$ cat config.mk
export PLATFORM = sky130hd
export DESIGN_NAME = udma_stream_ring_unit
export DESIGN_NICKNAME = d
export VERILOG_FILES = /design/src/rtl/udma_stream_ring_unit.sv
export SDC_FILE = /design/constraint.sdc
export NUM_CORES = 1
export LEC_CHECK = 0
export BUFFER_PORTS_ARGS = -buffer_cell sky130_fd_sc_hd__buf_2
export CAP_MARGIN = 15
export CORE_UTILIZATION = 45
export CTS_CLUSTER_SIZE = 8
export DETAILED_ROUTE_END_ITERATION = 16
export GPL_TIMING_DRIVEN = 0
export PLACE_DENSITY = 0.73
export SLEW_MARGIN = 20
export SYNTH_ARGS = -nofsm -noshare
export SYNTH_HDL_FRONTEND = slang
export SYNTH_SLANG_ARGS = --single-unit
$ cat constraint.sdc
create_clock -name clk_i -period 5.68 [get_ports clk_i]
set_input_delay 0.852 -clock clk_i [delete_from_list [all_inputs] [get_ports clk_i]]
set_output_delay 0.852 -clock clk_i [all_outputs]
set_load 0.01 [all_outputs]
$ cat src/rtl/udma_stream_ring_unit.sv
// Ring-buffer stream unit: follows a producer's spoofed L2 writes into a circular
// buffer, reads the data back over a uDMA TX channel and streams it out via a FIFO.
//
// state | meaning
// IDLE  | passthrough, in_stream mirrored to out_stream
// ARMED | waiting for the first producer write to latch pointer and datasize
// RUN   | tracking writes and issuing credit-limited reads
// DRAIN | no new reads; waiting for in-flight data and the FIFO to empty
module udma_stream_ring_unit #(
   parameter int L2_AWIDTH_NOAL  = 16,
   parameter int DATA_WIDTH      = 32,
   parameter int STREAM_ID_WIDTH = 2,
   parameter int INST_ID         = 0,
   parameter int FIFO_DEPTH      = 4
) (
   input  logic                        clk_i,
   input  logic                        rst_i,
   input  logic                        cfg_en_i,
   input  logic                        cfg_clr_i,
   input  logic [L2_AWIDTH_NOAL-1:0]   cfg_base_i,
   input  logic [L2_AWIDTH_NOAL-1:0]   cfg_size_i,
   output logic                        tx_ch_req_o,
   output logic [L2_AWIDTH_NOAL-1:0]   tx_ch_addr_o,
   output logic [1:0]                  tx_ch_datasize_o,
   input  logic                        tx_ch_gnt_i,
   input  logic                        tx_ch_valid_i,
   input  logic [DATA_WIDTH-1:0]       tx_ch_data_i,
   output logic                        tx_ch_ready_o,
   input  logic [STREAM_ID_WIDTH-1:0]  in_stream_dest_i,
   input  logic [DATA_WIDTH-1:0]       in_stream_data_i,
   input  logic [1:0]                  in_stream_datasize_i,
   input  logic                        in_stream_valid_i,
   input  logic                        in_stream_sot_i,
   input  logic                        in_stream_eot_i,
   output logic                        in_stream_ready_o,
   output logic [DATA_WIDTH-1:0]       out_stream_data_o,
   output logic [1:0]                  out_stream_datasize_o,
   output logic                        out_stream_valid_o,
   output logic                        out_stream_sot_o,
   output logic                        out_stream_eot_o,
   input  logic                        out_stream_ready_i,
   input  logic [L2_AWIDTH_NOAL-1:0]   spoof_addr_i,
   input  logic [STREAM_ID_WIDTH-1:0]  spoof_dest_i,
   input  logic [1:0]                  spoof_datasize_i,
   input  logic                        spoof_req_i,
   input  logic                        spoof_gnt_i,
   output logic                        err_overrun_o,
   output logic                        err_fmt_o,
   output logic [L2_AWIDTH_NOAL:0]     level_o
);

   localparam int AW = L2_AWIDTH_NOAL;
   localparam int DW = DATA_WIDTH;
   localparam int SW = STREAM_ID_WIDTH;
   localparam int PW = $clog2(FIFO_DEPTH);
   localparam int CW = PW + 1;

   localparam logic [1:0] ST_IDLE  = 2'd0;
   localparam logic [1:0] ST_ARMED = 2'd1;
   localparam logic [1:0] ST_RUN   = 2'd2;
   localparam logic [1:0] ST_DRAIN = 2'd3;

   localparam logic [SW-1:0] MY_ID      = SW'(INST_ID);
   localparam logic [CW:0]   CREDIT_MAX = (CW+1)'(FIFO_DEPTH);

   function automatic logic [2:0] inc_of(input logic [1:0] ds);
      case (ds)
         2'd0:    inc_of = 3'd1;
         2'd1:    inc_of = 3'd2;
         2'd2:    inc_of = 3'd4;
         default: inc_of = 3'd0;
      endcase
   endfunction

   logic [1:0]    r_state, s_state_nxt;
   logic [1:0]    r_datasize;
   logic [AW-1:0] r_rd_ptr;
   logic [AW:0]   r_level;
   logic [CW-1:0] r_inflight;
   logic [CW-1:0] r_wptr, r_rptr;
   logic [DW-1:0] r_fifo [FIFO_DEPTH];
   logic          r_sot_pend, r_err_overrun, r_err_fmt;

   logic [2:0]    s_inc, s_inc_spoof;
   logic          s_write, s_w_ok, s_grant, s_push, s_pop, s_ring_out, s_fifo_empty, s_overrun;
   logic [CW-1:0] s_fifo_cnt;
   logic [CW:0]   s_credit_used;
   logic [AW:0]   s_ptr_sum, s_ring_end;
   logic [AW-1:0] s_ptr_wrap;
   logic [AW+1:0] s_lvl_sum;
   logic          unused_dest;

   assign unused_dest = ^in_stream_dest_i;

   assign s_inc         = inc_of(r_datasize);
   assign s_inc_spoof   = inc_of(spoof_datasize_i);
   assign s_write       = spoof_req_i & spoof_gnt_i & (spoof_dest_i == MY_ID);
   assign s_w_ok        = s_write & (spoof_datasize_i == r_datasize) & (spoof_datasize_i != 2'd3);
   assign s_fifo_cnt    = r_wptr - r_rptr;
   assign s_fifo_empty  = (r_wptr == r_rptr);
   assign s_credit_used = (CW+1)'(r_inflight) + (CW+1)'(s_fifo_cnt);

   // Credits cover both in-flight reads and FIFO occupancy, so the FIFO can never overflow.
   assign tx_ch_req_o = (r_state == ST_RUN) && (s_inc != 3'd0) &&
                        (r_level >= (AW+1)'(s_inc)) && (s_credit_used < CREDIT_MAX);
   assign s_grant     = tx_ch_req_o & tx_ch_gnt_i;
   // Returning data is only accepted while reads are outstanding; data after a clear is dropped.
   assign s_push      = tx_ch_valid_i & (r_inflight != '0);
   assign s_ring_out  = (r_state != ST_IDLE);
   assign s_pop       = s_ring_out & ~s_fifo_empty & out_stream_ready_i;

   assign s_ptr_sum  = {1'b0, r_rd_ptr} + (AW+1)'(s_inc);
   assign s_ring_end = {1'b0, cfg_base_i} + {1'b0, cfg_size_i};
   assign s_ptr_wrap = AW'((s_ptr_sum >= s_ring_end) ? s_ptr_sum - {1'b0, cfg_size_i} : s_ptr_sum);

   assign s_lvl_sum = {1'b0, r_level} + (s_w_ok ? (AW+2)'(s_inc) : '0) - (s_grant ? (AW+2)'(s_inc) : '0);
   assign s_overrun = s_w_ok & (s_lvl_sum > {2'b00, cfg_size_i});

   always_comb begin
      s_state_nxt = r_state;
      case (r_state)
         ST_IDLE:  if (cfg_en_i) s_state_nxt = ST_ARMED;
         ST_ARMED: begin
            if (!cfg_en_i)                                s_state_nxt = ST_IDLE;
            else if (s_write && spoof_datasize_i != 2'd3) s_state_nxt = ST_RUN;
         end
         ST_RUN:   if (!cfg_en_i) s_state_nxt = ST_DRAIN;
         default:  if (r_inflight == '0 && s_fifo_empty) s_state_nxt = ST_IDLE;
      endcase
   end

   always_ff @(posedge clk_i or posedge rst_i) begin
      if (rst_i) begin
         r_state       <= ST_IDLE;
         r_datasize    <= '0;
         r_rd_ptr      <= '0;
         r_level       <= '0;
         r_inflight    <= '0;
         r_wptr        <= '0;
         r_rptr        <= '0;
         r_sot_pend    <= 1'b0;
         r_err_overrun <= 1'b0;
         r_err_fmt     <= 1'b0;
      end else if (cfg_clr_i) begin
         r_state       <= ST_IDLE;
         r_datasize    <= '0;
         r_rd_ptr      <= '0;
         r_level       <= '0;
         r_inflight    <= '0;
         r_wptr        <= '0;
         r_rptr        <= '0;
         r_sot_pend    <= 1'b0;
         r_err_overrun <= 1'b0;
         r_err_fmt     <= 1'b0;
      end else begin
         r_state    <= s_state_nxt;
         r_inflight <= r_inflight + CW'(s_grant) - CW'(s_push);
         if (s_push) r_wptr <= r_wptr + 1'b1;
         if (s_pop) begin
            r_rptr     <= r_rptr + 1'b1;
            r_sot_pend <= 1'b0;
         end
         case (r_state)
            ST_ARMED: begin
               if (s_state_nxt == ST_RUN) begin
                  r_datasize <= spoof_datasize_i;
                  r_rd_ptr   <= spoof_addr_i;
                  r_level    <= (AW+1)'(s_inc_spoof);
                  r_sot_pend <= 1'b1;
               end else if (cfg_en_i && s_write && spoof_datasize_i == 2'd3) begin
                  r_err_fmt <= 1'b1;
               end
            end
            ST_RUN: begin
               if (s_grant) r_rd_ptr <= s_ptr_wrap;
               if (s_overrun) begin
                  r_err_overrun <= 1'b1;
                  r_level       <= {1'b0, cfg_size_i};
               end else begin
                  r_level <= s_lvl_sum[AW:0];
               end
               if (s_write && !s_w_ok) r_err_fmt <= 1'b1;
            end
            default: ;
         endcase
      end
   end

   always_ff @(posedge clk_i) begin
      if (s_push) r_fifo[r_wptr[PW-1:0]] <= tx_ch_data_i;
   end

   assign tx_ch_addr_o     = r_rd_ptr;
   assign tx_ch_datasize_o = r_datasize;
   assign tx_ch_ready_o    = 1'b1;

   assign in_stream_ready_o     = s_ring_out ? 1'b0 : out_stream_ready_i;
   assign out_stream_data_o     = s_ring_out ? r_fifo[r_rptr[PW-1:0]] : in_stream_data_i;
   assign out_stream_datasize_o = s_ring_out ? r_datasize : in_stream_datasize_i;
   assign out_stream_valid_o    = s_ring_out ? ~s_fifo_empty : in_stream_valid_i;
   assign out_stream_sot_o      = s_ring_out ? (r_sot_pend & ~s_fifo_empty) : in_stream_sot_i;
   assign out_stream_eot_o      = s_ring_out ? 1'b0 : in_stream_eot_i;

   assign err_overrun_o = r_err_overrun;
   assign err_fmt_o     = r_err_fmt;
   assign level_o       = r_level;

endmodule

# Yosys cells after proc, flatten, opt, wreduce, memory -nomap -nowiden
# Memory sizes are Yosys's and may differ from the RTL's.
# Index checks and enable logic that the tools add are counted.
# totals
out_inout_bits	77
mem_bits_rw	128
inputBits	132
mem_count	1
latch_bits	0
register_bits	49
elab_cells	130
rom_bits	0
# memory_table
memory	depth	width	rd	rd_clocked_by_memory_dff	write_ports	line_no	source
r_fifo	4	32	1	0	1	81	logic [DW-1:0] r_fifo [FIFO_DEPTH];
# classes
n_eq_ne	16
n_shift	0
multipliers	0
reduce_logical	29
bitwise_logic	11
n_addsub	11
mux	48
order_cmp	4
div	0
# op_table
cell	count
2-to-1 mux 16 bit	4
2-to-1 mux 17 bit	3
case mux 17 bit (2 select lines)	1
2-to-1 mux 32 bit	1
case mux 16 bit (2 select lines)	1
2-to-1 mux 3 bit	7
2-to-1 mux 2 bit	10
adder 17 x 3 -> 18 bit	1
greater-than comparator 18 x 16 -> 1 bit	1
case mux 3 bit (3 select lines)	2
subtractor 18 x 3 -> 18 bit	1
adder 16 x 16 -> 17 bit	1
adder 16 x 3 -> 17 bit	1
greater-or-equal comparator 17 bit	1
greater-or-equal comparator 17 x 3 -> 1 bit	1
2-to-1 mux 1 bit	17
subtractor 16 bit	1
nonzero test 2 bit	7
inequality test 3 bit (second input constant)	4
AND 1 bit	10
equality test 2 bit (second input constant)	5
nonzero test 3 bit	3
logical AND 1 bit	8
logical NOT 2 bit	4
19 further kinds	24

# Logic depth before layout (Yosys ltp)
# logic_depth
ltp_word	14
mapped_depth	29
ltp_nobuf	28

# Least setup slack after synthesis
# OpenSTA, ideal clock, no wires.
# synth_timing
path_kind	register to register
start	register r_datasize[0] (netlist: tx_ch_datasize_o[0])
end	register r_level[3] (netlist: level_o[3])
stages_incl_launch_ff	28
path_slack_ns	-0.604
setup_ns	0.126
period_less_slack_ns	6.284
t_arrival_ns	6.158
path_buffers	2
t_required_ns	5.554
cell_sequence	dfrtp_1 > clkbuf_1 > nand2b_1 > ha_1 > nand2_1 > or4_1 > o21ai_1 > o2111a_1 > o311ai_1 > nor2_1 > fa_1 > inv_1 > ha_1 > a21oi_2 > and4bb_1 > or4b_4 > nand4_4 > nand2_1 > a311oi_1 > xnor2_1 > ha_1 > a211oi_1 > o211ai_1 > a21oi_1 > o2111ai_2 > and2_4 > buf_6 > a311o_1
# synth_via
elab_chain_len	14
word_cells_on_any_way	22
classes_between	add/sub: 2; order compare: 2; eq/ne: 3; mux: 6; bitwise: 4; reduce/logical: 5
# synth_lines
item	line_no	source
from (decl)	76	logic [1:0] r_datasize;
from (signal assigned)	166	r_datasize <= spoof_datasize_i;
parallel branches: the longest is 11 deep, another holds subtractor 18 x 3 -> 18 bit	--	
2-to-1 mux 17 bit (*)	176	if (s_overrun) begin
case mux 17 bit (2 select lines) (*)	163	case (r_state)
2-to-1 mux 17 bit (*)	144	end else if (cfg_clr_i) begin
to (signal assigned)	168	r_level <= (AW+1)'(s_inc_spoof);
to (signal assigned)	178	r_level <= {1'b0, cfg_size_i};
to (signal assigned)	180	r_level <= s_lvl_sum[AW:0];
to (decl)	78	logic [AW:0] r_level;
# Mark *: on every way between the ends.
# A chain may end at the register's enable or synchronous reset.

# Worst setup path after layout
# layout_timing
start	register r_datasize[0] (netlist: tx_ch_datasize_o[0])
end	register r_level[0] (netlist: level_o[0])
# The elaborated chain is that of the path after synthesis.

==> results_dict.tcl <==
set metrics [dict create \
    period_needed_ps 6402 \
    violations "negative setup slack" \
    worst_slew_margin_rel 0.3849 \
    power.static_leakage_nw 6.153 \
    synth.avg_cell_area_um2 11.38 \
    post-route-drc-count 0 \
    ys_async_sr_fraction 0.2768 \
    power.share.sequential 0.425 \
    critPathMaxFanout 10 \
    highest_attainable_clock_frequency_mhz 156.2 \
    grt_pass1_wl_um 48150 \
    totalPowerFinal_mw 3.727 \
    post-dp-hpwl_um 23750 \
    die-height_um 163.0 \
    actual_transition_at_the_worst_max_transition_pin_ps 922.6 \
    chipWidth_um 163.0 \
    status "finished, violations left" \
    internal-power_mw 2.581 \
    first_global_vias 8911 \
    clkSlewWorstSetupHoldPaths_ps 90 \
    timing.critical_path.slowest_stage_cell "sky130_fd_sc_hd__or4_4" \
    die-area_um2 26570 \
    worst_clock_skew_ps 15.40 \
    final_net_count 1529 \
    worst-endpoint-required_ps 6000 \
    pin_count_of_the_biggest_net_entering_global_routing 50 \
    max-cap-violations 0 \
    synth-main-ff-cell "sky130_fd_sc_hd__edfxtp_1" \
    share_of_post_route_cells_with_drive_strength_above_1 0.3100 \
    antenna_cells 0 \
    clkSinkCount 177 \
    final.setup.worst_slack_ps -722.4 \
    switchingPower_mw 1.146 \
    viasPerCell 5.657 \
    timing.critical_path.buf_inv 5 \
    drtPass1Iterations 7 \
    dpl_worst_slack_ps -1055 \
    setup_repair_after_global_routing_missed_its_margin "yes" \
    critPathCaptureType "flop" \
    worst_path_dominant_cell_family "compound AO/OA/AOI/OAI gates" \
    yosys_register_bits 177 \
    critPathArrivalTime_ps 6720 \
    initial_core_util 0.4606 \
    synth.top_cells.by_area "sky130_fd_sc_hd__edfxtp_1, sky130_fd_sc_hd__ha_1, sky130_fd_sc_hd__dfrtp_1" \
    detailedRoute.firstIterationViolations 740 \
    drt_wirelength_um 31480 \
    synth_nets 1280 \
    grt_usage 0.2397 \
    critical-path-top-cell-by-count "sky130_fd_sc_hd__ha_4" \
    vdd.ir_drop.worst_mv 0.1909 \
    avgRoutedWirePerCell_um 19.47 \
    critical_path_cell_count 29 \
    clkLatencyLatePin_ps 440 \
    post-place-cells 1563 \
    synth.most_common_cell "sky130_fd_sc_hd__edfxtp_1" \
    pwr-share-clk 0.339 \
    hold_path_class "in -> async" \
    ioPinCount 209 \
    clk_root_buf "sky130_fd_sc_hd__clkbuf_16" \
    cts-root-to-sink-buffers 2 \
    htree_depth 4 \
    grt.overflow.total 0 \
    cts_tree "built" \
    setup-violations-final 17 \
    critPathKind "reg -> reg" \
    ant_nets 0 \
    buffer_ports.inserted 204 \
    r2r.worst_path.cells 29 \
    number_of_enable_flip_flop_cells_after_synthesis 128 \
    number_of_placement_rows 58 \
    power_switching_share 0.3075 \
    slew_violations 0 \
    cpPeakStageDelay_ps 490 \
    power.density_nw_per_um2 260.5 \
    startpoint_types "flop" \
    timing.final.crit_share 1.127 \
    coreArea_um2 25330 \
    ys_warn_count 0 \
    synth.yosys.seq_area_share 0.4346 \
    number_of_cells_produced_by_synthesis 1025 \
    antenna_violations_before_repair 2 \
    synth_largest_area_cell "sky130_fd_sc_hd__edfxtp_1" \
    area_delta_synth_final_pct 22.68 \
    yosysTopAreaCellShare 0.3295 \
    synth_common_cells "sky130_fd_sc_hd__edfxtp_1, sky130_fd_sc_hd__ha_1, sky130_fd_sc_hd__inv_1" \
    tritoncts_buffer_count 17 \
    pwr-share-comb 0.236 \
    gp_congestion 0.9280 \
    synth.cell_area_um2 11660 \
    timing_hold_violations_final 0 \
    final_cells 1617 \
    dr_total_vias 9147 \
    synth_cell_type_count 76 \
]
-- layer usage --
metal	wire, um	track usage	share of wire
met4	759	0.07307	0.024
met2	15460	0.4133	0.49
met3	2395	0.05653	0.076
met1	12870	0.2963	0.41
met5	0	0	0
-- registers in the layout, summed over array words and instances (netlist names) --
name / cells
r_inflight: 3
err_overrun_o: 1
r_sot_pend: 1
err_fmt_o: 1
tx_ch_datasize_o: 2
r_rptr: 3
r_fifo: 128
r_state: 2
level_o: 17
r_wptr: 3
tx_ch_addr_o: 16
-- cells in the final DEF, fill, tap and decap left out, types with 16 or more instances in the layout --
cell	netlist	routed
sky130_fd_sc_hd__nand3_1	17	17
sky130_fd_sc_hd__dfrtp_1	49	48
sky130_fd_sc_hd__mux2_2	36	36
sky130_fd_sc_hd__ha_1	115	108
sky130_fd_sc_hd__xnor2_1	38	33
sky130_fd_sc_hd__nor3_1	21	20
sky130_fd_sc_hd__a21oi_1	72	70
sky130_fd_sc_hd__o21ai_0	20	16
sky130_fd_sc_hd__mux4_2	32	32
sky130_fd_sc_hd__clkbuf_16	0	17
sky130_fd_sc_hd__buf_4	2	20
sky130_fd_sc_hd__clkbuf_1	26	25
sky130_fd_sc_hd__nand2_1	64	62
sky130_fd_sc_hd__a21o_1	16	16
sky130_fd_sc_hd__buf_2	4	208
sky130_fd_sc_hd__edfxtp_1	128	128
sky130_fd_sc_hd__xor2_1	23	23
sky130_fd_sc_hd__inv_1	74	71
sky130_fd_sc_hd__nor2_1	61	58
-- final cells by class --
cell class | instances | area, um2
plain buffers | 39 | 200.2
flip-flops and latches | 177 | 5071
clock buffers | 17 | 425.4
fillers | 2165 | 11020
multi-input cells | 735 | 6422
well taps | 330 | 412.9
inverters | 74 | 280.3
clock inverters | 15 | 205.2
repair buffers | 230 | 1292
-- power groups by stage --
| stage | Sequential, mW | Clock, mW | Combinational (mW) |
|---|---|---|---|
| 6_report | 1.58 | 1.26 | 0.881 |
| 2_1_floorplan | 1.61 | 0 | 0.570 |
| 4_1_cts | 1.59 | 1.28 | 0.885 |
| 3_3_place_gp | 1.61 | 0 | 0.826 |
| 3_5_place_dp | 1.62 | 0 | 0.868 |
| 5_1_grt | 1.60 | 1.33 | 0.973 |
-- kinds of logic after synthesis --
group                    after synthesis  share of synthesized area
multiplexers                          75                     0.1025
AND/OR/NAND/NOR                      256                     0.1124
buffers and inverters                113                    0.03936
adder cells (fa/ha/maj)              123                     0.1371
XOR/XNOR                              61                    0.04580
flip-flops                           177                     0.4346
AO/OA/AOI/OAI                        219                     0.1279
other                                  1                  0.0003215
-- metrics by stage --
step                      setup TNS, ps  hold slack, ps  area [um2]  utilization
after global placement           -16270           496.6       13180       0.5205
final                            -11650           505.7       14310       0.5650
after CTS                        -10120           523.5       14150       0.5585
after floorplan                   -1603           515.4       11750            -
after global routing             -15300           544.9       14310       0.5650
after detailed placement         -16910           503.8       13290       0.5246
-- final timing paths --
kind	startpoint	endpoint	slack [ps]
worst max register to register	tx_ch_datasize_o[0]	level_o[0]	-720
worst min-delay path	rst_i	tx_ch_addr_o[1]	510
worst max-delay path	tx_ch_datasize_o[0]	level_o[0]	-720
worst min register to register	tx_ch_addr_o[9]	tx_ch_addr_o[9]	530
min in group clk_i	tx_ch_addr_o[9]	tx_ch_addr_o[9]	530
max in group asynchronous	rst_i	tx_ch_datasize_o[1]	4690
-- timing repair --
| item | in CTS | in global routing |
|---|---|---|
| gates resized for setup | 22 | 21 |
| setup buffers | 14 | 7 |
| pin swaps | 20 | 23 |
| cloned | 1 | 0 |
| setup endpoints to repair | 17 | 17 |
| hold buffers | 0 | 0 |
Power figures use the tool's default switching activity.
